===== config.mk =====
export PLATFORM = sky130hd
export DESIGN_NAME = sw_input_conditioner
export DESIGN_NICKNAME = d
export VERILOG_FILES = /design/src/rtl/io_pkg.sv /design/src/rtl/sw_debounce_bit.sv /design/src/rtl/sw_input_conditioner.sv
export SDC_FILE = /design/constraint.sdc
export NUM_CORES = 1
export LEC_CHECK = 0
export BUFFER_PORTS_ARGS = -buffer_cell sky130_fd_sc_hd__buf_2
export CAP_MARGIN = 20
export CORE_MARGIN = 2
export CORE_UTILIZATION = 25
export DETAILED_ROUTE_END_ITERATION = 10
export PLACE_DENSITY = 0.53
export SLEW_MARGIN = 20
export SYNTH_ARGS = -nofsm -noshare
export SYNTH_HDL_FRONTEND = slang
export SYNTH_SLANG_ARGS = --single-unit

===== constraint.sdc =====
create_clock -name i_clk -period 9.5 [get_ports i_clk]
set_clock_uncertainty 0.2 [all_clocks]
set_input_delay 1.9 -clock i_clk [delete_from_list [all_inputs] [get_ports i_clk]]
set_output_delay 1.9 -clock i_clk [all_outputs]
set_load 0.02 [all_outputs]

===== src/rtl/io_pkg.sv =====
// Shared IO constants for the switch input path, used by the RTL and the bench driver.
package io_pkg;

  localparam int SW_WIDTH           = 32;
  localparam int SW_SYNC_STAGES     = 2;
  localparam int SW_DEBOUNCE_CYCLES = 16;

  // A bit is IDLE while its synchronised level matches the accepted level.
  typedef enum logic {
    DB_IDLE   = 1'b0,
    DB_VERIFY = 1'b1
  } db_state_e;

  function automatic int debounce_cnt_width(input int cycles);
    return $clog2(cycles + 1);
  endfunction

endpackage


===== src/rtl/sw_debounce_bit.sv =====
// One switch bit: synchroniser chain, stability counter and accepted-level flop.
module sw_debounce_bit
  import io_pkg::*;
#(
  parameter int SYNC_STAGES     = SW_SYNC_STAGES,
  parameter int DEBOUNCE_CYCLES = SW_DEBOUNCE_CYCLES
) (
  input  logic i_clk,
  input  logic i_reset,
  input  logic i_raw,
  output logic o_stable,
  output logic o_update
);

  localparam int CNT_W = debounce_cnt_width(DEBOUNCE_CYCLES);
  localparam logic [CNT_W-1:0] CNT_MAX = CNT_W'(DEBOUNCE_CYCLES - 1);

  logic [SYNC_STAGES-1:0] sync_reg;
  logic [CNT_W-1:0]       cnt_reg;
  logic                   stable_reg;
  logic                   sync_out;
  db_state_e              state;

  assign sync_out = sync_reg[SYNC_STAGES-1];
  assign state    = (sync_out == stable_reg) ? DB_IDLE : DB_VERIFY;
  // Combinational so the top can register the pulse and mask alongside the new level.
  assign o_update = (state == DB_VERIFY) && (cnt_reg == CNT_MAX);
  assign o_stable = stable_reg;

  always_ff @(posedge i_clk or posedge i_reset) begin
    if (i_reset) begin
      sync_reg   <= '0;
      cnt_reg    <= '0;
      stable_reg <= 1'b0;
    end else begin
      sync_reg <= {sync_reg[SYNC_STAGES-2:0], i_raw};
      case (state)
        DB_IDLE: cnt_reg <= '0;
        DB_VERIFY: begin
          if (cnt_reg == CNT_MAX) begin
            stable_reg <= sync_out;
            cnt_reg    <= '0;
          end else begin
            cnt_reg <= cnt_reg + 1'b1;
          end
        end
        default: cnt_reg <= '0;
      endcase
    end
  end

endmodule


===== src/rtl/sw_input_conditioner.sv =====
// Switch bus conditioner: per-bit sync + debounce, sticky change mask with ack, change pulse.
module sw_input_conditioner
  import io_pkg::*;
#(
  parameter int WIDTH           = SW_WIDTH,
  parameter int SYNC_STAGES     = SW_SYNC_STAGES,
  parameter int DEBOUNCE_CYCLES = SW_DEBOUNCE_CYCLES
) (
  input  logic             i_clk,
  input  logic             i_reset,
  input  logic [WIDTH-1:0] i_io_sw,
  input  logic             i_ack,
  output logic [WIDTH-1:0] o_sw_stable,
  output logic [WIDTH-1:0] o_sw_changed_mask,
  output logic             o_sw_change,
  output logic             o_event_pending
);

  logic [WIDTH-1:0] update_vec;
  logic [WIDTH-1:0] mask_reg;
  logic [WIDTH-1:0] mask_next;
  logic             change_reg;

  generate
    for (genvar gi = 0; gi < WIDTH; gi++) begin : g_bit
      sw_debounce_bit #(
        .SYNC_STAGES    (SYNC_STAGES),
        .DEBOUNCE_CYCLES(DEBOUNCE_CYCLES)
      ) u_bit (
        .i_clk   (i_clk),
        .i_reset (i_reset),
        .i_raw   (i_io_sw[gi]),
        .o_stable(o_sw_stable[gi]),
        .o_update(update_vec[gi])
      );
    end
  endgenerate

  // Set wins over clear so an update landing on the ack cycle is not lost.
  assign mask_next = (i_ack ? '0 : mask_reg) | update_vec;

  always_ff @(posedge i_clk or posedge i_reset) begin
    if (i_reset) begin
      mask_reg   <= '0;
      change_reg <= 1'b0;
    end else begin
      mask_reg   <= mask_next;
      change_reg <= |update_vec;
    end
  end

  assign o_sw_changed_mask = mask_reg;
  assign o_sw_change       = change_reg;
  assign o_event_pending   = |mask_reg;

endmodule


# ---- Word level (Yosys, flattened, before mapping)
# Cells that the tools add are included.
dict set report op_classes {
  addsub 32
  mul 0
  div 0
  order_cmp 0
  n_eq_ne 64
  shift 0
  mux 97
  bitwise 33
  n_reduce_logical 66
}
# cell count
set op_table {}
lappend op_table {{5-bit one-hot mux with 2 select lines} 32}
lappend op_table {{5-bit by 1-bit adder with 5-bit output, second input constant} 32}
lappend op_table {{5-bit by 4-bit equality test with 1-bit output, second input constant} 32}
lappend op_table {{5-bit 2-to-1 mux} 32}
lappend op_table {{2-bit AND reduction} 32}
lappend op_table {{32-bit OR reduction} 2}
lappend op_table {{1-bit equality test} 32}
lappend op_table {{1-bit logical AND} 32}
lappend op_table {{1-bit 2-to-1 mux} 32}
lappend op_table {{32-bit 2-to-1 mux} 1}
lappend op_table {{1-bit NOT} 32}
lappend op_table {{32-bit bitwise OR} 1}
dict set report totals {
  ff_bits 289
  latchBits 0
  mem_bits_rw 0
  rom_bits 0
  in_bits 35
  elab_cells 390
  memories 0
}

# ---- Logic depth before layout (Yosys ltp)
dict set report depth {
  ltp_word 4
  ltp_mapped 6
  depth_no_buf 6
}

# ---- By module
# A second synthesis with hierarchy kept.
dict set report unflattened {
  hier_cells 924
  area_unflattened_um2 11691.2
}
# module n_inst cells_per_inst area_per_inst_um2 seq_area_each_um2
set modules_own_cells {}
lappend modules_own_cells {sw_debounce_bit 32 26 326.6 200.2}
lappend modules_own_cells {sw_input_conditioner 1 92 1241.2 825.8}

# ---- Least setup slack after synthesis
# Ideal clock, no wire load.
dict set report synth_path {
  kind {register to output}
  start {reg mask_reg[5] (netlist: o_sw_changed_mask[5])}
  end {out o_event_pending}
  t_arrival_ps 1134
  path_slack_ps 6266
  path_stages_with_launch 4
  path_buffers 0
  cell_sequence {dfrtp_1 nor4_1 nand4_1 or2_1}
}
dict set report synth_via {
  elab_chain_len 1
}
# item line_no
set synth_lines {}
lappend synth_lines {{start: declaration} sw_input_conditioner.sv:20} ;# logic [WIDTH-1:0] mask_reg;
lappend synth_lines {{start signal: assignment} sw_input_conditioner.sv:47} ;# mask_reg <= mask_next;
lappend synth_lines {{32-bit OR reduction} sw_input_conditioner.sv:54} ;# assign o_event_pending = |mask_reg;
lappend synth_lines {{end: declaration} sw_input_conditioner.sv:16} ;# output logic o_event_pending
# No other way between the ends.

# ---- Final worst setup path
dict set report layout_path {
  start {reg mask_reg[6] (netlist: o_sw_changed_mask[6])}
  end {out o_event_pending}
}
# The elaborated chain is that of the path after synthesis.

==> impl_metrics.env <==
export IMPL_initial_core_util_pct=25.35
export IMPL_path_class="reg2out"
export IMPL_leakage_uw=0.006950
export IMPL_p_seq_share_pct=48.9
export IMPL_first_pass_iters=4
export IMPL_critical_path_cell_chain="nor4_1, nand4_1, or2_1, buf_2"
export IMPL_largest_register_ffs=160
export IMPL_track_usage_pct=9.519
export IMPL_crit_required_ps=7400
export IMPL_layout_min_cycle_time_ps=4198
export IMPL_hp_class="reg2reg"
export IMPL_numPortBuffers=100
export IMPL_via_count=6521
export IMPL_fp_dieH_um=215.8
export IMPL_ys_seq_area_share_pct=64.52
export IMPL_critPathCaptureType="output port"
export IMPL_finalWirelength_mm=21.11
export IMPL_outcome="complete, no violations"
export IMPL_synth_cell_types=23
export IMPL_p_int_uw=2080
export IMPL_drive_gt1_share_pct=14.91
export IMPL_avgSynthCellArea_sq_um=12.35
export IMPL_postCtsResizedCells=0
export IMPL_rr_worst_depth=6
export IMPL_antenna_left=0
export IMPL_ys_ff_latch=289
export IMPL_maxCapViolations=0
export IMPL_drv_slew=0
export IMPL_cp_max_fo=3
export IMPL_ios=101
export IMPL_worstSkewPairLatency_ps=510
export IMPL_grt_max_degree=164
export IMPL_numCtsBuffers=34
export IMPL_hold_viol=0
export IMPL_syn_num_nets=975
export IMPL_reg2reg_from="g_bit[1].u_bit.cnt_reg[0]"
export IMPL_r2r_end="o_sw_change"
export IMPL_antenna_found_initial=0
export IMPL_path_clk_slew_ps=60
export IMPL_post_drt_wl_per_cell_um=12.99
export IMPL_powerDensity_nw_per_um2=201.1
export IMPL_worstMarginPinSlew_ps=935.6
export IMPL_synth_warnings=0
export IMPL_holdPathEnd="g_bit[0].u_bit.sync_reg[1]"
export IMPL_tns_ps=0
export IMPL_cts_root_buf="clkbuf_16"
export IMPL_cts_tree="yes"
export IMPL_placed_cells=1568
export IMPL_combPwrFrac_pct=4.1
export IMPL_syn_to_final_growth_pct=18.85
export IMPL_power_uw=2679
export IMPL_final_setup_viol_count=0
export IMPL_whs_path_depth=0
export IMPL_r2r_setup_slack_ps=6930
export IMPL_grt_ovfl_total=0
export IMPL_yosysTopAreaCell="dfrtp_1"
export IMPL_drc=0
export IMPL_synth_area_top_cells="dfrtp_1 65%, xor2_1 6.1%, nor2_1 4.6%"
export IMPL_netlist_area_sq_um=11210
export IMPL_cp_data_arrival_time_ps=2100
export IMPL_rows=77
export IMPL_grt_pass1_wl_mm=35.53
export IMPL_relSlewSlack_pct=37.63
export IMPL_max_stage_delay_ps=430
export IMPL_n_antenna_cell=0
export IMPL_grt_pass1_vias=6649
export IMPL_rsz0062_at_grt="no"
export IMPL_slowest_stage="nor4_1"
export IMPL_power_share_clock_pct=47.0
export IMPL_max_freq_mhz=238.2
export IMPL_nNetsFinal=1079
export IMPL_place_gp_congestion=0.7122
export IMPL_synth_top_area_share_pct=64.52
export IMPL_drt_iter0_drc=266
export IMPL_switching_power_uw=598.4
export IMPL_h_tree_depth=2
export IMPL_ir_drop_mv=0.08320
export IMPL_core_area_sq_um=44220
export IMPL_switching_share_pct=22.34
export IMPL_cts_max_path_buffers=3
export IMPL_cts_hold_buf=0
export IMPL_dp_hpwl_mm=14.78
export IMPL_synthCells=908
export IMPL_fin_cells=1625
export IMPL_die_w_um=215.8
export IMPL_postCtsSetupBuffers=0
export IMPL_die_area_sq_um=46550
export IMPL_hold_start="g_bit[0].u_bit.sync_reg[0]"
export IMPL_min_period_over_period_pct=44.19
export IMPL_cts_sinks=289
export IMPL_viasPerCell=4.013
export IMPL_critPathLaunchType="flop"
-- routing by layer --
| layer | wire [um] | GRT usage (%) | share of wire, % |
|---|---|---|---|
| met5 | 0 | 0 | 0 |
| met4 | 519 | 3.333 | 2.5 |
| met3 | 1705 | 3.862 | 8.1 |
| met2 | 9227 | 14.36 | 44 |
| met1 | 9662 | 12.32 | 46 |
-- final cells by class --
cell class / instances / area (sq um)
clock buffer: 47 / 993.5
multi-input combinational: 548 / 3591
clock inverter: 10 / 91.34
sequential: 289 / 7232
tap: 592 / 740.7
inverter: 36 / 138.9
timing repair buffer: 103 / 535.5
fill: 4458 / 30900
-- Yosys cell counts --
master	number
nand4_1	6
nand3_1	64
buf_4	32
nand2_1	10
xor2_1	78
a21o_1	18
and3_1	32
a22o_1	4
or4_1	1
mux2_1	32
xnor2_1	36
dfrtp_1	289
o21ai_1	42
nor2_1	138
a2111oi_1	2
clkbuf_1	3
nor4_1	11
or2_1	1
and2_1	22
nor3_1	18
a22oi_1	1
inv_1	36
ha_1	32
-- worst max-delay path, delay by kind of cell, from the launching register on --
| family | cells | cell delay [ps] |
|---|---|---|
| buffers and inverters | 1 | 170 |
| DFF | 1 | 390 |
| and+or+nand+nor | 3 | 1030 |
-- power by group through the flow --
stage	clock network, uW	logic, uW	registers, uW
CTS	1310	114	1310
floorplan	0	83.7	1330
global route	1360	132	1320
finish	1260	109	1310
detailed placement	0	113	1330
global placement	0	110	1330
-- metrics by stage --
step	instance area [sq um]	worst slack, ps	hold slack (ps)	utilization (%)
floorplan	11210	3567	131.2	-
global placement	12240	5637	131.1	27.67
detailed placement	12240	5614	135.5	27.67
CTS	13320	5200	149.4	30.13
global route	13320	5132	149.6	30.13
finish	13320	5302	147.0	30.13
-- placed cells by master, fill, tap and decap left out, drive strengths merged --
cell type and count:
a2111oi 2, a21o 18, a22o 4, a22oi 1, and2 22, and3 32
buf 103, bufinv 1, clkbuf 47, clkinv 6, clkinvlp 3, dfrtp 289
ha 32, inv 36, mux2 32, nand2 10, nand3 64, nand4 6
nor2 138, nor3 18, nor4 11, o21ai 42, or2 1, or4 1
xnor2 36, xor2 78
-- how the worst max path moves through the flow --
stage                         start                          to  slack [ps]  cells past startpoint
2_1_floorplan               i_reset   g_bit[0].u_bit.cnt_reg[0]        3570                      1
3_5_place_dp                i_reset  g_bit[18].u_bit.cnt_reg[3]        5610                      4
3_3_place_gp                i_reset  g_bit[16].u_bit.cnt_reg[1]        5640                      4
6_report       o_sw_changed_mask[6]             o_event_pending        5300                      4
5_1_grt        o_sw_changed_mask[6]             o_event_pending        5130                      4
4_1_cts        o_sw_changed_mask[6]             o_event_pending        5200                      4
-- cell families (layout without fill, tap and decap cells) --
logic type      after synthesis  count (layout)  share of synthesized area [%]
flops                       289             289                          64.52
compound gates               67              67                          3.639
simple gates                303             303                          12.70
fa+ha+maj                    32              32                          3.572
buf+inv                      71             196                          3.449
mux                          32              32                          3.215
xor+xnor                    114             114                          8.907
No activity file was read; power rests on OpenSTA's default activity.
